`config.mk`:
```
export PLATFORM = sky130hd
export DESIGN_NAME = phase_timer
export DESIGN_NICKNAME = d
export VERILOG_FILES = /design/src/rtl/phase_timer.sv
export SDC_FILE = /design/constraint.sdc
export NUM_CORES = 1
export LEC_CHECK = 0
export ABC_AREA = 1
export CAP_MARGIN = 10
export CORE_MARGIN = 2
export CORE_UTILIZATION = 47
export DETAILED_ROUTE_END_ITERATION = 6
export GPL_TIMING_DRIVEN = 0
export HOLD_SLACK_MARGIN = 0.12
export PLACE_DENSITY_LB_ADDON = 0.08
export SLEW_MARGIN = 10
export SYNTH_ARGS = -nofsm -noshare
export SYNTH_HDL_FRONTEND = slang
export SYNTH_SLANG_ARGS = --single-unit
```
`constraint.sdc`:
```
create_clock -name clk -period 5.2 [get_ports clk]
set_input_delay 1.04 -clock clk [delete_from_list [all_inputs] [get_ports clk]]
set_output_delay 1.04 -clock clk [all_outputs]
set_load 0.02 [all_outputs]
```
`src/rtl/phase_timer.sv`:
```
// Per-phase elapsed-seconds counter with prescaler, saturation flag and
// time-left / expiry / warning derivation against the active phase length.
module phase_timer #(
    parameter int DIV  = 1,
    parameter int CW   = 5,
    parameter int WARN = 3
) (
    input  logic          clk,
    input  logic          count_reset,
    input  logic          enable,
    input  logic [CW-1:0] max_time,
    output logic [CW-1:0] count_in,
    output logic          sec_tick,
    output logic          sat,
    output logic [CW-1:0] time_left,
    output logic          expired,
    output logic          warn
);

    localparam int              PW       = (DIV > 1) ? $clog2(DIV) : 1;
    localparam logic [PW-1:0]   PRE_LAST = PW'(DIV - 1);
    localparam logic [CW-1:0]   CNT_MAX  = '1;
    localparam logic [CW-1:0]   WARN_V   = CW'(WARN);

    logic [PW-1:0] pre;
    logic [CW:0]   diff;

    always_ff @(posedge clk or posedge count_reset) begin
        if (count_reset) begin
            pre      <= '0;
            count_in <= '0;
            sec_tick <= 1'b0;
            sat      <= 1'b0;
        end else if (enable) begin
            if (pre == PRE_LAST) begin
                pre      <= '0;
                sec_tick <= 1'b1;
                if (count_in != CNT_MAX) begin
                    count_in <= count_in + CW'(1);
                    // sat rises on the same edge the count lands on all-ones
                    if (count_in == CNT_MAX - CW'(1)) begin
                        sat <= 1'b1;
                    end
                end else begin
                    sat <= 1'b1;
                end
            end else begin
                pre      <= pre + PW'(1);
                sec_tick <= 1'b0;
            end
        end else begin
            sec_tick <= 1'b0;
        end
    end

    // One extra bit so a count past max_time shows up as a borrow
    assign diff      = {1'b0, max_time} - {1'b0, count_in};
    assign expired   = diff[CW] | (diff[CW-1:0] == '0);
    assign time_left = expired ? '0 : diff[CW-1:0];
    assign warn      = !expired && (time_left <= WARN_V);

endmodule

```
==> results of run 1 <==
[logic make-up after synthesis]
| group | after synthesis |
|---|---|
| DFF | 7 |
| AOI/OAI and AO/OA | 12 |
| xor gates and xnor gates | 5 |
| and+or+nand+nor | 28 |
| adders and majority gates | 10 |
| buffers and inverters | 18 |
[worst max-delay path: stages]
cell             delay [ns]
clkdlybuf4s50_1        0.39
inv_1                  0.07
ha_1                   0.14
inv_1                  0.04
fa_1                   0.40
nand3_1                0.10
nand2_1                0.09
xor2_2                 0.20
nand2_2                0.10
a21oi_1                0.18
clkdlybuf4s50_1        0.63
[Yosys cell counts (all sizes together), types with 3 or more instances]
master	n
inv	18
nand2	13
ha	9
a21oi	7
dfrtp	7
nor2	6
nand3	5
xor2	4
o21ai	3
[per-layer routing]
metal  share of wire, %  up-vias  GRT usage, %
li1                   -      301             -
met2                 54       15          34.0
met3                4.1        2          4.89
met5                  0        -             0
met4               0.97        0          10.0
met1                 41      253          18.5
[sequential cells by signal, indices dropped and copies added (netlist names)]
register and flops:
sec_tick 1, sat 1, count_in 5
[area by class of cell]
type | count | area share (%)
tap | 15 | 2.10
timing repair buffer | 21 | 23.5
multi-input combinational | 55 | 44.3
clock buffer | 4 | 2.94
inverter | 18 | 7.55
sequential | 7 | 19.6
[path summary, 6_finish.rpt]
| kind | to | cells past startpoint | slack [ns] | start |
|---|---|---|---|---|
| worst max-delay path | time_left[2] | 11 | 0.78 | max_time[0] |
| worst min-delay path | sat | 1 | 0.48 | sat |
| worst max register to register | count_in[3] | 8 | 3.52 | count_in[0] |
| worst min register to register | sat | 1 | 0.48 | sat |
| max in group asynchronous | sat | 2 | 3.97 | count_reset |
| min in group asynchronous | count_in[1] | 2 | 1.02 | count_reset |
[report_power, final]
group          switching, mW  internal [mW]  total, mW
clock network         0.0180         0.0291     0.0472
registers             0.0259         0.0773      0.103
logic                  0.259          0.207      0.466
total                  0.302          0.314      0.616
[metrics by stage]
stage | hold slack (ns) | total power [mW] | instance area (sq um) | setup slack [ns] | util, %
5_1_grt | 0.489 | 0.676 | 895 | 0.620 | 69.6
6_report | 0.476 | 0.616 | 895 | 0.776 | 69.6
4_1_cts | 0.482 | 0.625 | 895 | 0.726 | 69.6
3_5_place_dp | 0.468 | 0.574 | 868 | 0.727 | 67.6
2_1_floorplan | 0.565 | 0.401 | 639 | 1.72 | -
3_3_place_gp | 0.443 | 0.565 | 868 | 0.810 | 67.6
[cell usage in the layout, fill, tap and decap left out, drive strengths merged, types with 3 or more instances in the layout]
master	n
o21ai	3
inv	18
clkdlybuf4s50	21
nor2	6
ha	9
xor2	4
nand2	13
a21oi	7
clkbuf	4
nand3	5
dfrtp	7
==> impl_metrics.tcl, run 1 <==
set metrics [dict create \
    grt_max_degree 8 \
    synth_top_family_by_area "simple AND/OR/NAND/NOR gates" \
    ys_seq_area_share_pct 27.4 \
    relSlewSlack_pct 80.0 \
    synthAdderAreaFrac_pct 20.7 \
    dp_cells 116 \
    finalWirelength_um 1240 \
    ioPinCount 22 \
    fp.dieH_um 40.9 \
    grt_pass1_wl_um 1950 \
    synthMuxAreaShare_pct 0 \
    yosys.area_share.xor_xnor_pct 8.02 \
    seq_area_sq_um 175 \
    gp_congestion 0.702 \
    cts-root-buf "clkbuf_4" \
    vias 571 \
    multi_input_area_sq_um 397 \
    critPathLaunchType "input pin" \
    rows 13 \
    finalMaxSlewViolations 0 \
    routedWlPerCell_um 10.4 \
    fp.coreArea_sq_um 1280 \
    drtIter0Drc 4 \
    postSynthCellCount 80 \
    synth_edf_count 0 \
    synthArstFlopShare_pct 100 \
    synth_area_leader_cell "dfrtp_1" \
    tns_ns 0 \
    fin_worst_skew_ns 0.00245 \
    p_leak_nw 0.449 \
    cts.path.max_buffers 2 \
    worst_pin_slew_ns 0.298 \
    critPathKind "input pin to output port" \
    clock_sinks 7 \
    die_area_sq_um 1670 \
    post_cts_resized 0 \
    nFillCells 121 \
    syn_area_per_cell_sq_um 7.99 \
    drive_gt1_share_pct 10.5 \
    overflow 0 \
    insertion_delay_ns 0.24 \
    avgViaCountPerCell 4.76 \
    finalNetCount 124 \
    synthTopCellsByArea "dfrtp_1 27%, ha_1 18%, inv_1 11%" \
    worstPathRequired_ns 4.16 \
    drt_first_pass_iters 4 \
    crit_arrival_ns 3.38 \
    synth_nets 98 \
    synthToLayoutAreaGrowth_pct 39.9 \
    power.density_nw_per_um2 689 \
    grt_pass1_vias 510 \
    synth_compound_area_share_pct 11.5 \
    cts_tree "done" \
    fin_cells 120 \
    ir_drop_mv 0.418 \
    drv_cap 0 \
    dpl.hpwl_um 1080 \
    start_util_pct 49.8 \
    status "finished clean" \
    hold_viol 0 \
    clk_pin_slew_ns 0.05 \
    worstSetupEndpointType "output port" \
    synth-seq-cells 7 \
    cp_max_fo 4 \
    synth.distinct_cells 23 \
    antennaDiodeCount 0 \
    hold_class "flip-flop to flip-flop" \
    synth_ff_type "dfrtp_1" \
    synth-simple-area-share_pct 21.7 \
    cts_setup_buffers 0 \
    die_w_um 40.9 \
    cts_buffers 3 \
    rsz0062_at_grt "no" \
    yosysWarningCount 0 \
    grt_use_total_pct 18.5 \
    drtAntennaViolNets 0 \
    cts_hold_buf 0 \
    max_freq_mhz 226 \
    fin_crit_ns 4.42 \
    grt_antenna_before_repair 0 \
    min_period_over_period_pct 85.1 \
    syn_area_sq_um 639 \
    finalSetupViolCount 0 \
    drc 0 \
    cts_max_level 1 \
    synth_top_area_share_pct 27.4 \
    io_buffers 21 \
]
Note: power is estimated with default switching activity, not from simulation.
==> run 2: changes to the inputs <==
Settings changed: SKIP_CTS_REPAIR_TIMING set to 1.
==> results of run 2 <==
No change in the layout: final DEF, timing and power equal those of run 1.
